File: config.mk
export PLATFORM = sky130hd
export DESIGN_NAME = pipe_ctrl_n
export DESIGN_NICKNAME = d
export VERILOG_FILES = /design/src/rtl/pipe_ctrl_n.sv
export SDC_FILE = /design/constraint.sdc
export NUM_CORES = 1
export LEC_CHECK = 0
export ABC_AREA = 1
export BUFFER_PORTS_ARGS = -buffer_cell sky130_fd_sc_hd__buf_2
export CAP_MARGIN = 30
export CORE_MARGIN = 2
export CORE_UTILIZATION = 35
export DETAILED_ROUTE_END_ITERATION = 8
export PLACE_DENSITY_LB_ADDON = 0.05
export RECOVER_POWER = 100
export SETUP_SLACK_MARGIN = 0.02
export SLEW_MARGIN = 20
export SYNTH_ARGS = -nofsm -noshare
export SYNTH_HDL_FRONTEND = slang
export SYNTH_SLANG_ARGS = --single-unit
export TNS_END_PERCENT = 20
File: constraint.sdc
create_clock -name clk -period 4.03 [get_ports clk]
set_clock_uncertainty 0.15 [all_clocks]
set_input_delay 0.2015 -clock clk [delete_from_list [all_inputs] [get_ports clk]]
set_output_delay 0.2015 -clock clk [all_outputs]
set_load 0.02 [all_outputs]
File: src/rtl/pipe_ctrl_n.sv
// Parametrised pipeline sequencer: per-stage valid tracking, hold chain, halt/drain,
// saturating stall-cycle counter and sticky per-stage extend watchdogs.
module pipe_ctrl_n #(
  parameter int unsigned STAGES     = 5,
  parameter int unsigned CNT_W      = 16,
  parameter int unsigned MAX_EXTEND = 64
) (
  input  logic              clk,
  input  logic              rst,
  input  logic [STAGES-1:0] stall,
  input  logic [STAGES-1:0] extend,
  input  logic [STAGES-1:0] flush,
  input  logic              halt,
  output logic [STAGES-1:0] keep,
  output logic [STAGES-1:0] dirty,
  output logic              empty,
  output logic [CNT_W-1:0]  stall_cycles,
  output logic [STAGES-1:0] timeout
);

  localparam int unsigned       EXT_W   = $clog2(MAX_EXTEND + 1);
  localparam logic [EXT_W-1:0]  EXT_MAX = EXT_W'(MAX_EXTEND);
  localparam logic [CNT_W-1:0]  CNT_MAX = {CNT_W{1'b1}};

  logic [STAGES-1:0] hold;
  logic [STAGES-1:0] v;
  logic [STAGES-1:0] v_nxt;
  logic [EXT_W-1:0]  ext_cnt [STAGES];

  // Back-pressure: a held stage holds every earlier (higher-index) stage too.
  always_comb begin
    hold    = '0;
    hold[0] = stall[0] | extend[0];
    for (int i = 1; i < STAGES; i++) begin
      hold[i] = stall[i] | extend[i] | hold[i-1];
    end
  end

  assign keep  = hold | {halt, {(STAGES-1){1'b0}}};
  assign dirty = ~v;
  assign empty = &dirty;

  // Flush beats hold; a bubble enters directly below the lowest held stage.
  always_comb begin
    v_nxt = v;
    if (flush[STAGES-1])     v_nxt[STAGES-1] = 1'b0;
    else if (!hold[STAGES-1]) v_nxt[STAGES-1] = ~halt;
    for (int i = 0; i < STAGES - 1; i++) begin
      if (flush[i])      v_nxt[i] = 1'b0;
      else if (!hold[i]) v_nxt[i] = v[i+1] & ~hold[i+1];
    end
  end

  always_ff @(posedge clk or posedge rst) begin
    if (rst) v <= '0;
    else     v <= v_nxt;
  end

  always_ff @(posedge clk or posedge rst) begin
    if (rst) begin
      stall_cycles <= '0;
    end else if (keep[STAGES-1] && !halt && stall_cycles != CNT_MAX) begin
      stall_cycles <= stall_cycles + CNT_W'(1);
    end
  end

  // Watchdog: timeout latches on the edge the consecutive-extend count reaches the limit.
  always_ff @(posedge clk or posedge rst) begin
    if (rst) begin
      timeout <= '0;
      for (int i = 0; i < STAGES; i++) ext_cnt[i] <= '0;
    end else begin
      for (int i = 0; i < STAGES; i++) begin
        if (extend[i]) begin
          if (ext_cnt[i] != EXT_MAX) ext_cnt[i] <= ext_cnt[i] + EXT_W'(1);
          if (ext_cnt[i] >= EXT_MAX - EXT_W'(1)) timeout[i] <= 1'b1;
        end else begin
          ext_cnt[i] <= '0;
        end
      end
    end
  end

endmodule

Yosys cells after proc, flatten, opt, wreduce, memory -nomap -nowiden
Index checks and enable logic that the tools add are counted.
{"block": "word_totals", "ff_bits": 61, "in_bits": 18, "elab_cells": 92}
{"block": "classes", "n_addsub": 6, "order_cmp": 5, "n_eq_ne": 16, "muxes": 20, "n_bitwise": 20, "reduce_logical": 9}
{"op": "$mux 7", "n": 10}
{"op": "$add 7x1->7 const B", "n": 5}
{"op": "$ge 7x6->1 const B", "n": 5}
{"op": "$ne 7x7->1 const B", "n": 5}
{"op": "$add 16x1->16 const B", "n": 1}
{"op": "$ne 16x16->1 const B", "n": 1}
{"op": "$mux 1", "n": 10}
{"op": "$ne 2x1->1 const B", "n": 5}
{"op": "$ne 2x2->1 const B", "n": 5}
{"op": "$reduce_and 2->1", "n": 5}
{"op": "$or 1x1->1", "n": 9}
{"op": "$not 1->1", "n": 5}
{"op": "$not 5->5", "n": 1}
{"op": "$or 5x5->5", "n": 1}
{"op": "$reduce_and 5->1", "n": 1}
{"op": "$and 1x1->1", "n": 4}
{"op": "$logic_and 1x1->1", "n": 2}
{"op": "$logic_not 1->1", "n": 1}

Logic depth before layout (Yosys ltp)
Gate-level depths: netlist (run 1).
{"block": "depth", "ltp_word": 9, "depth_mapped": 10}

Least setup slack after synthesis (run 1)
Ideal clock, no wire load.
{"block": "synth_timing", "kind": "register to register", "startpoint": "reg stall_cycles[0]", "endpoint": "reg stall_cycles[13]", "setup_time_ps": 117, "arrival_ps": 1487, "required_ps": 3763, "slack_ps": 2277, "stages_incl_launch_ff": 11, "path_buffers": 1, "cell_sequence": "dfrtp_1 ha_1 nand3_1 inv_1 nand2_2 nor2_1 nand2_2 nand3_4 buf_8 nand2_1 nand2_1"}
{"block": "synth_via", "elab_chain_len": 2}
{"item": "start, declared", "line": "17", "rtl": "output logic [CNT_W-1:0] stall_cycles,"}
{"item": "start signal, assigned", "line": "63", "rtl": "stall_cycles <= stall_cycles + CNT_W'(1);"}
{"item": "parallel branches: the longest is 2 deep, another holds $add 16x1->16"}
Parallel ways; which one is timed is not known.
A chain may end at the register's enable or synchronous reset.

Final worst setup path (run 1)
{"block": "layout_timing", "startpoint": "in extend[1]", "endpoint": "reg stall_cycles[7]"}
{"block": "layout_via", "elab_chain_len": 8}
{"item": "start, declared", "line": "11", "rtl": "input logic [STAGES-1:0] extend,"}
{"item": "$or 1x1->1 (5 in series)", "line": "35", "rtl": "hold[i] = stall[i] | extend[i] | hold[i-1];"}
{"item": "$or 5x5->5", "line": "39", "rtl": "assign keep = hold | {halt, {(STAGES-1){1'b0}}};"}
{"item": "$logic_and 1x1->1 (2 in series)", "line": "62", "rtl": "end else if (keep[STAGES-1] && !halt && stall_cycles != CNT_MAX) begin"}
No other way between the ends.

==> impl_metrics.csv, run 1 <==
group,metric,value,unit
run_status,outcome,"finished clean",
worst_setup_path,cp_max_fo,15,
yosys,synth_xor_xnor_area_share,3.73,%
final_layout,fill_cells,963,
yosys,synth.net_count,449,
placed_design,post-place-cells,580,
global_routing,antenna_found_initial,0,
power_and_ir_drop,power.density,399,nW/µm²
sta,tightestPinTransition,1.38,ns
global_routing,global_route.overflow_total,0,
clock_network,cts_resized,0,
final_layout,antennaDiodeCount,0,
yosys,synth.yosys.warnings,0,
worst_setup_path,setup_crit_end_kind,"register",
power_and_ir_drop,cellLeakagePower,1.94,nW
global_routing,grt_start_max_net_pins,37,
global_routing,grt_pass1_vias,2784,
worst_setup_path,timing.critical_path.from_type,"input port",
drt,ant_nets,0,
clock_network,maximum_clock_insertion_buffer_count,2,
yosys,synthesized_area_fraction_occupied_by_ao_oa_aoi_and_oai_cells,6.09,%
clock_network,postCtsSetupBuffers,0,
sta,fin_setup_tns,0,ns
floorplanning,io-pin-count,50,
floorplanning,coreArea,9200,µm²
floorplanning,effective_utilization_at_floorplan,35.7,%
worst_setup_path,crit_slowest_cell,"nand3_1",
yosys,synth.yosys.seq_area_share,46.4,%
clock_network,clk_pin_slew,0.07,ns
yosys,async_reset_ff_share,100,%
clock_network,worst_skew_pair.late_latency,0.33,ns
sta,rsz0062_at_grt,"false",
clock_network,clock-sinks,61,
final_layout,drive_above_1_share,7.46,%
worst_setup_path,crit_chain,"dlygate4sd3_1 -> clkbuf_1 -> nor2_1 -> nand2_1 -> nor2_1 -> nand3_1 -> nand3_1 -> nand2_1 -> nand2_1",
yosys,synthDistinctLibCells,24,
min_path,hold_path_class,"input port to register",
yosys,ys_dominant_reg_cell,"dfrtp_1",
final_layout,syn_to_final_growth,20.1,%
yosys,synth_enable_flop_cells,0,
global_routing,wire_length_of_the_first_global_routing_pass,12900,µm
drt,drt_pre_antenna_iters,5,
clock_network,cts_root_buf,"clkbuf_8",
worst_setup_path,crit_path_max_incr_delay,0.65,ns
yosys,synth_fa_ha_area_share,4.19,%
worst_setup_path,worst_ep_arrival_time,2.82,ns
placed_design,gp_congestion,0.809,
sta,final-hold-violation-count,0,
drt,drt-wirelength-per-cell,11.8,µm
job,drv_cap,0,
clock_network,cts_hold_buffers,11,
clock_network,htree_levels,3,
yosys,postSynthRegisterBits,61,
yosys,post_synthesis_cell_area,3290,µm²
placed_design,io_buffer_count,49,
final_layout,fin_nets,520,
worst_setup_path,critPathTopFamily,"simple AND/OR/NAND/NOR gates",
sta,fin_crit,2.70,ns
floorplanning,die_height,101,µm
final_layout,post_layout_nonfiller_instances,607,
clock_network,cts_tree,"yes",
drt,vias_per_cell,4.66,
global_routing,groute.usage.overall,15.9,%
sta,min_period_over_period,66.9,%
clock_network,numCtsBuffers,9,
sta,max-slew-margin-rel,7.99,%
drt,detailedRoute.firstIterationViolations,82,
yosys,post_synth_and_or_nand_nor_area_fraction,32.4,%
worst_setup_path,critical_path_required,4.15,ns
sta,finish_stage_setup_viols,0,
worst_setup_path,timing.critical_path.mode_cell,"nand2_1",
yosys,largest_family_of_logic_cells_by_synthesized_area,"simple AND/OR/NAND/NOR gates",
drt,routed_wirelength,7150,µm
floorplanning,placementRows,35,
floorplanning,die-width,101,µm
worst_setup_path,critPathBufInv,2,
sta,slew_viol_final,0,
worst_setup_path,worst-setup-path-type,"input port to register",
power_and_ir_drop,worst_ir_drop_vdd,0.000166,V
drt,remaining_drc_errors,0,
drt,dr_total_vias,2830,
yosys,synthMuxAreaShare,0,%
placed_design,dpl.hpwl,5260,µm
floorplanning,floorplan.die_area,10200,µm²
sta,fmax,0.371,GHz
yosys,syn_inst,420,
yosys,syn_avg_cell_area,7.83,µm²
-- path summary, 6_finish.rpt --
check                           startpoint              end  slack [ns]  depth (start not counted)
min                               stall[4]             v[3]       0.009                          4
max in group asynchronous              rst       ext_cnt[9]        2.02                          4
max                              extend[1]  stall_cycles[7]        1.33                          9
min reg2reg                     timeout[3]       timeout[3]        0.31                          1
max reg2reg                stall_cycles[0]  stall_cycles[1]        1.91                          9
min in group asynchronous              rst      ext_cnt[23]        0.65                          3
-- worst register-to-register path: cells and delay by family (launching register included) --
kind | cells | cell delay, ns
AND/OR/NAND/NOR | 7 | 1.13
flip-flops | 1 | 0.43
adder cells (fa/ha/maj) | 1 | 0.24
buffers and inverters | 1 | 0.07
-- state kept, by name (all words and copies together) (netlist names) --
register / count
ext_cnt: 35
stall_cycles: 16
timeout: 5
v: 5
-- synthesized netlist by cell type (all sizes together), types with 3 or more instances --
master / count / share of area, %
nand4: 13 / 2.5
inv: 58 / 6.6
o21bai: 3 / 0.69
dfrtp: 61 / 46
nand2: 114 / 13
xor2: 7 / 1.9
a21oi: 16 / 2.4
ha: 11 / 4.2
nor3: 10 / 1.5
o21ai: 15 / 2.3
nor3b: 5 / 1.1
nand3: 39 / 6.7
nor2: 55 / 7.0
xnor2: 7 / 1.9
-- area by class of cell --
class                      instances  area, µm²  share of cell area [%]
multi-input combinational        299       1480                    37.5
tap                              111        139                    3.52
sequential                        61       1530                    38.7
inverter                          59        221                    5.61
clock buffer                      13        169                    4.28
clock inverter                     3       90.1                    2.28
timing repair buffer              61        324                    8.21
-- cells by family after synthesis --
group                    Yosys count
flip-flops                        61
AO/OA/AOI/OAI                     37
buffers and inverters             60
AND/OR/NAND/NOR                  237
adder cells (fa/ha/maj)           11
XOR/XNOR                          14
-- layout by cell type (no fill, tap or decap) --
master / netlist / layout
a21o_1: 1 / 1
a21oi_1: 16 / 16
a22oi_1: 1 / 1
buf_2: 0 / 18
buf_4: 0 / 1
bufinv_16: 0 / 3
clkbuf_1: 0 / 32
clkbuf_8: 0 / 12
clkinv_1: 1 / 1
dfrtp_1: 61 / 61
dlygate4sd3_1: 0 / 11
ha_1: 11 / 11
inv_1: 58 / 58
nand2_1: 111 / 112
nand2_2: 3 / 2
nand3_1: 37 / 39
nand3b_1: 1 / 1
nand4_1: 13 / 13
nor2_1: 51 / 54
nor2_4: 3 / 1
nor3_1: 10 / 10
nor3b_1: 5 / 5
o211ai_1: 1 / 1
o21ai_0: 15 / 15
o21bai_1: 3 / 3
xnor2_1: 7 / 7
xor2_1: 7 / 7
-- routing by layer --
| layer | track usage [%] | vias to the layer above | wire length, µm |
|---|---|---|---|
| li1 | - | 1485 | - |
| met1 | 21.3 | 1290 | 3550 |
| met2 | 25.3 | 48 | 3220 |
| met3 | 4.72 | 7 | 323 |
| met4 | 3.74 | 0 | 62 |
| met5 | 0 | - | 0 |
-- where the power goes --
group	switching, W	total, W	internal [W]
registers	0.0000442	0.000691	0.000647
clock network	0.000236	0.000698	0.000462
logic	0.000117	0.000188	0.0000703
total	0.000397	0.00158	0.00118
-- stage by stage --
stage | setup WS [ns] | instance area, µm² | utilization [%] | total power, W | hold slack [ns]
floorplan | 2.17 | 3290 | - | 0.000824 | 0.115
global placement | 2.32 | 3660 | 39.8 | 0.000894 | 0.202
detailed placement | 2.27 | 3660 | 39.8 | 0.000894 | 0.204
CTS | 1.82 | 4030 | 43.9 | 0.00162 | 0.0238
global route | 1.03 | 3950 | 42.9 | 0.00167 | 0.000718
finish | 1.33 | 3950 | 42.9 | 0.00158 | 0.00939
Power figures use the tool's default switching activity.
==> run 2: changes to the inputs <==
Settings changed: ABC_AREA 1 to 0.
Clock period 4.03 ns to 2.45 ns, I/O delays scaled along.
==> run 2 against run 1 <==
Compared with the run above: count of clock-buffer cells in the layout is 1 lower; cell area down 1.6%; hold slack gained 0.0042 ns; largest cell class is now multi-input gates; highest routed layer unchanged.
==> impl_metrics.csv, run 2 <==
group,metric,value,unit
global_routing,grt_start_max_net_pins,44,
floorplanning,io-pin-count,50,
worst_setup_path,setup_crit_end_kind,"register",
drt,drt-wirelength-per-cell,13.8,µm
global_routing,grt_pass1_vias,2277,
clock_network,cts_tree,"yes",
drt,ant_nets,0,
yosys,synth.top_cell.area_share,48.7,%
worst_setup_path,worst_ep_arrival_time,2.38,ns
placed_design,dpl.hpwl,4860,µm
yosys,post_synthesis_cell_area,3140,µm²
global_routing,global_route.overflow_total,0,
clock_network,maximum_clock_insertion_buffer_count,2,
clock_network,clock-sinks,61,
floorplanning,die_height,98.7,µm
sta,whs,0.0136,ns
placed_design,io_buffer_count,49,
drt,detailedRoute.firstIterationViolations,46,
yosys,synth_enable_flop_cells,0,
sta,final-hold-violation-count,0,
final_layout,drive_above_1_share,11.6,%
yosys,postSynthRegisterBits,61,
sta,setup_ws,0.186,ns
final_layout,largest_register_ffs,35,
final_layout,post_layout_nonfiller_instances,497,
placed_design,place_worst_setup_slack,0.493,ns
drt,dr_total_vias,2427,
final_layout,syn_to_final_growth,23.9,%
drt,routed_wirelength,6850,µm
yosys,async_reset_ff_share,100,%
drt,remaining_drc_errors,0,
floorplanning,placementRows,34,
yosys,syn_avg_cell_area,10.2,µm²
power_and_ir_drop,power.density,668,nW/µm²
yosys,top_count_cell_post_synth,"dfrtp_1",
floorplanning,effective_utilization_at_floorplan,36.0,%
floorplanning,floorplan.die_area,9740,µm²
worst_setup_path,cp_max_fo,8,
run_status,outcome,"finished clean",
placed_design,dpl_cell_area,3550,µm²
placed_design,post-place-cells,466,
final_layout,largest-register,"ext_cnt",
yosys,synth.net_count,336,
sta,max-slew-margin-rel,46.9,%
worst_setup_path,critical_path_required,2.57,ns
final_layout,reg.largest.list,"ext_cnt (35), stall_cycles (16)",
yosys,netlist_top_cells_area,"dfrtp_1 49%, xnor2_1 8.1%, ha_1 4.4%, nand3_1 4.1%, and2_1 3.8%",
clock_network,htree_levels,3,
yosys,synthDistinctLibCells,36,
global_routing,antenna_found_initial,0,
final_layout,post-route-cell-area,3880,µm²
clock_network,numCtsBuffers,9,
yosys,synthTopCellsByCount,"61 x dfrtp_1, 29 x xnor2_1, 26 x nand3_1",
drt,vias_per_cell,4.88,
worst_setup_path,timing.critical_path.from_type,"input port",
yosys,syn_inst,307,
sta,min_period_over_period,92.4,%
yosys,synth.yosys.warnings,0,
placed_design,gp_congestion,0.752,
floorplanning,die-width,98.7,µm
clock_network,clk_pin_slew,0.07,ns
worst_setup_path,worst-setup-path-type,"input port to register",
final_layout,antennaDiodeCount,0,
clock_network,postCtsSetupBuffers,0,
power_and_ir_drop,cellLeakagePower,1.70,nW
global_routing,wire_length_of_the_first_global_routing_pass,11600,µm
sta,slew_viol_final,0,
global_routing,groute.usage.overall,15.1,%
yosys,synth.yosys.seq_area_share,48.7,%
clock_network,cts_root_buf,"clkbuf_8",
yosys,ys_dominant_reg_cell,"dfrtp_1",
min_path,hold_path_class,"input port to register",
final_layout,layout_common_cells,"61 x dfrtp_1, 33 x clkbuf_1, 29 x xnor2_1",
yosys,synth_top_area_cell,"dfrtp_1",
floorplanning,coreArea,8720,µm²
sta,rsz0062_at_grt,"false",
sta,tightestPinTransition,0.796,ns
sta,fmax,0.442,GHz
final_layout,fin_nets,413,
final_layout,most_frequent_standard_cell_in_the_layout_excluding_fill_and_tap_cells,"dfrtp_1",
drt,drt_pre_antenna_iters,4,
clock_network,worst_skew_pair.late_latency,0.33,ns
sta,fin_setup_tns,0,ns
sta,finish_stage_setup_viols,0,
power_and_ir_drop,worst_ir_drop_vdd,0.000416,V
sta,fin_crit,2.26,ns
job,drv_cap,0,
[run 2: changes by cell type in the layout (fill, tap and decap cells not counted), sizes merged, moves of 9 or more]
| cell | delta |
|---|---|
| inv | -39 |
| nand2 | -95 |
| xnor2 | +22 |
| nor2 | -45 |
| and3 | +10 |
| nor3 | -9 |
| nand3 | -13 |
| and2 | +19 |
[run 2: cells by family (layout without fill, tap and decap cells)]
logic type	Yosys count	in the layout	share of synthesized area, %
simple gates	133	133	24.5
flops	61	61	48.7
compound gates	38	38	7.42
xor+xnor	34	34	9.49
buf+inv	21	103	2.55
fa+ha+maj	11	11	4.39
mux	9	9	3.03
[run 2: layout make-up]
cell class / instances / area [µm²]
sequential: 61 / 1530
clock inverter: 4 / 70.1
timing repair buffer: 68 / 395
inverter: 19 / 71.3
multi-input combinational: 225 / 1530
fill: 860 / 4840
tap: 108 / 135
clock buffer: 12 / 155
[run 2: layer usage]
metal	share of wire [%]	global-route usage, %	up-vias
li1	-	-	1221
met1	52	22.8	1160
met2	44	21.6	40
met3	3.1	2.70	6
met4	1.1	5.69	0
met5	0	0	-
[run 2: power breakdown]
part,internal [W],leakage [nW],switching (W)
sequential,0.00109,0.822,0.000105
combinational,0.000160,0.766,0.000230
clock,0.000626,0.116,0.000388
total,0.00187,1.70,0.000723
[run 2: per-stage QoR]
| stage | util, % | total power (W) |
|---|---|---|
| global route | 44.5 | 0.00276 |
| CTS | 45.0 | 0.00266 |
| finish | 44.5 | 0.00260 |
| global placement | 40.7 | 0.00161 |
| detailed placement | 40.7 | 0.00161 |
| floorplan | - | 0.00145 |
[run 2: worst paths after layout]
kind,start,to,slack (ns),cells past startpoint
setup / recovery,extend[2],v[4],0.19,8
hold / removal,stall[1],v[3],0.01,4
setup reg to reg,stall_cycles[0],stall_cycles[1],0.47,5
hold reg to reg,timeout[2],timeout[2],0.31,1
max in group asynchronous,rst,stall_cycles[1],1.11,4
min in group asynchronous,rst,timeout[3],0.33,3
[run 2: critical path, cell delays in order]
cell           delay (ns)
dlygate4sd3_1        0.54
buf_2                0.17
nor4_2               0.28
buf_4                0.17
nand3_1              0.10
or2_2                0.32
a21oi_1              0.12
dlygate4sd3_1        0.55
[run 2: repair_timing]
item | 4_1_cts | 5_1_grt
setup endpoints to repair | 0 | 1
resized for setup | 0 | 1
hold buffers | 15 | 0
hold endpoints to repair | 63 | 0
==> run 3: changes to the inputs <==
Settings changed: CORE_UTILIZATION 35 to 51, RECOVER_POWER 100 to 25, SETUP_SLACK_MARGIN 0.02 to not set.
==> run 3 against run 2 <==
Compared with the run above: clock power is 28% lower; power shrank 11%; sequential cell count unchanged; count of clock-buffer cells in the layout is 2 lower; first-iteration DRC count rose by 67%; sequential share of layout area is 0.77 points higher; critical path depth shrank 1; die area fell by 30%; combinational power increased by 3%; critical endpoint unchanged; largest cell class unchanged; highest routed layer unchanged.
==> impl_metrics.csv, run 3 (synthesized netlist as in run 2, its figures left out) <==
group,metric,value,unit
min_path,hold_path_class,"input port to register",
worst_setup_path,timing.critical_path.from_type,"input port",
worst_setup_path,worst-r2r-cell-count,5,
final_layout,most_frequent_standard_cell_in_the_layout_excluding_fill_and_tap_cells,"dfrtp_1",
min_path,hold_depth,4,
worst_setup_path,worst_ep_arrival_time,2.24,ns
worst_setup_path,critical_path_depth,7,
global_routing,groute.usage.overall,20.5,%
drt,dr_total_vias,2470,
job,drv_cap,0,
final_layout,syn_to_final_growth,21.5,%
worst_setup_path,timing.critical_path.mode_cell,"dlygate4sd3_1",
worst_setup_path,critPathTopFamily,"buffers and inverters",
clock_network,numCtsBuffers,9,
final_layout,post-route-cell-area,3810,µm²
sta,max-slew-margin-rel,26.1,%
clock_network,worst_skew_pair.late_latency,0.33,ns
clock_network,cts_tree,"yes",
worst_setup_path,rrSetupSlack,0.47,ns
sta,final-hold-violation-count,0,
drt,detailedRoute.firstIterationViolations,77,
final_layout,drive_above_1_share,17.3,%
drt,remaining_drc_errors,0,
floorplanning,die-width,82.4,µm
sta,fin_setup_tns,0,ns
clock_network,cts_resized,0,
global_routing,antenna_found_initial,0,
drt,drt-wirelength-per-cell,13.7,µm
worst_setup_path,worst-setup-path-type,"input port to register",
final_layout,largest-register,"ext_cnt",
final_layout,reg.largest.list,"ext_cnt (35), stall_cycles (16)",
worst_setup_path,cp_max_fo,9,
floorplanning,floorplan.die_area,6790,µm²
clock_network,htree_levels,3,
placed_design,io_buffer_count,49,
worst_setup_path,crit_chain,"dlygate4sd3_1 -> buf_2 -> nor2_1 -> nand3_1 -> or2_2 -> a21oi_1 -> dlygate4sd3_1",
sta,slew_viol_final,0,
worst_setup_path,crit_slowest_cell,"dlygate4sd3_1",
worst_setup_path,crit_path_max_incr_delay,0.55,ns
worst_setup_path,setup_crit_end_kind,"register",
sta,min_period_over_period,86.8,%
sta,finish_stage_setup_viols,0,
drt,routed_wirelength,6360,µm
worst_setup_path,critPathBufInv,3,
drt,vias_per_cell,5.33,
placed_design,dpl_cell_area,3500,µm²
floorplanning,placementRows,28,
clock_network,cts_root_buf,"clkbuf_8",
final_layout,fill_cells,500,
power_and_ir_drop,power.density,609,nW/µm²
global_routing,grt_pass1_vias,2275,
run_status,outcome,"finished clean",
clock_network,maximum_clock_insertion_buffer_count,2,
sta,rsz0062_at_grt,"false",
worst_setup_path,critical_path_required,2.57,ns
final_layout,antennaDiodeCount,0,
floorplanning,coreArea,5920,µm²
final_layout,fin_nets,415,
global_routing,global_route.overflow_total,0,
final_layout,largest_register_ffs,35,
floorplanning,die_height,82.4,µm
floorplanning,io-pin-count,50,
drt,drt_pre_antenna_iters,4,
global_routing,wire_length_of_the_first_global_routing_pass,10500,µm
final_layout,layout_common_cells,"61 x dfrtp_1, 41 x buf_2, 29 x xnor2_1",
power_and_ir_drop,cellLeakagePower,1.76,nW
placed_design,dpl.hpwl,4560,µm
sta,tightestPinTransition,1.11,ns
sta,fin_crit,2.13,ns
drt,ant_nets,0,
floorplanning,effective_utilization_at_floorplan,53.0,%
clock_network,clk_pin_slew,0.07,ns
power_and_ir_drop,worst_ir_drop_vdd,0.000600,V
global_routing,grt_start_max_net_pins,32,
placed_design,gp_congestion,0.794,
clock_network,clock-sinks,61,
sta,fmax,0.470,GHz
## run 3: cell types whose count changed in the layout (fill, tap and decap cells not counted), sizes merged
| cell | delta |
|---|---|
| buf | +24 |
| clkinv | +1 |
| dlygate4sd3 | +2 |
| bufinv | -2 |
| clkbuf | -26 |
## run 3: tightest hold or removal path: cells and delay by family
kind                   cells  cell delay (ns)
AO/OA/AOI/OAI              2             0.22
XOR/XNOR                   1             0.07
buffers and inverters      1             0.10
## run 3: repair_timing
item,4_1_cts,5_1_grt
buffers inserted,0,0
hold endpoints to repair,73,0
hold buffers,17,0
## run 3: final cells by class
| type | count | area, µm² | area share (%) |
|---|---|---|---|
| multi-input cells | 225 | 1530 | 40.2 |
| flip-flops and latches | 61 | 1530 | 40.1 |
| repair buffers | 70 | 435 | 11.4 |
| clock buffers | 10 | 138 | 3.61 |
| well taps | 75 | 93.8 | 2.46 |
| inverters | 19 | 71.3 | 1.87 |
| clock inverters | 3 | 15.0 | 0.394 |
## run 3: power by group
group	internal, W	switching, W	leakage [nW]
registers	0.00109	0.000102	0.822
clock network	0.000372	0.000359	0.0836
logic	0.000176	0.000225	0.858
## run 3: routing by layer
metal	vias to the layer above	global-route usage (%)	wire [µm]	part of all wire, %
li1	1218	-	-	-
met1	1171	29.4	3130	49
met2	63	29.6	2750	43
met3	18	4.02	281	4.4
met4	0	10.0	189	3.0
met5	-	0	0	0
## run 3: worst paths after layout
check	from	endpoint
min reg2reg	timeout[3]	timeout[3]
max in group asynchronous	rst	timeout[0]
min	halt	stall_cycles[3]
min in group asynchronous	rst	ext_cnt[5]
max	extend[4]	v[4]
max reg2reg	stall_cycles[0]	stall_cycles[1]
## run 3: metrics by stage
stage / hold slack [ns] / utilization [%] / power (W) / instances / setup WS [ns]
floorplan: 0.0356 / - / 0.00145 / 307 / 0.488
global placement: 0.0890 / 58.9 / 0.00159 / 432 / 0.222
detailed placement: 0.0943 / 59.1 / 0.00160 / 433 / 0.435
CTS: 0.0638 / 64.5 / 0.00236 / 463 / 0.331
global route: 0.0954 / 64.3 / 0.00246 / 463 / 0.232
finish: 0.0764 / 64.3 / 0.00232 / 463 / 0.325
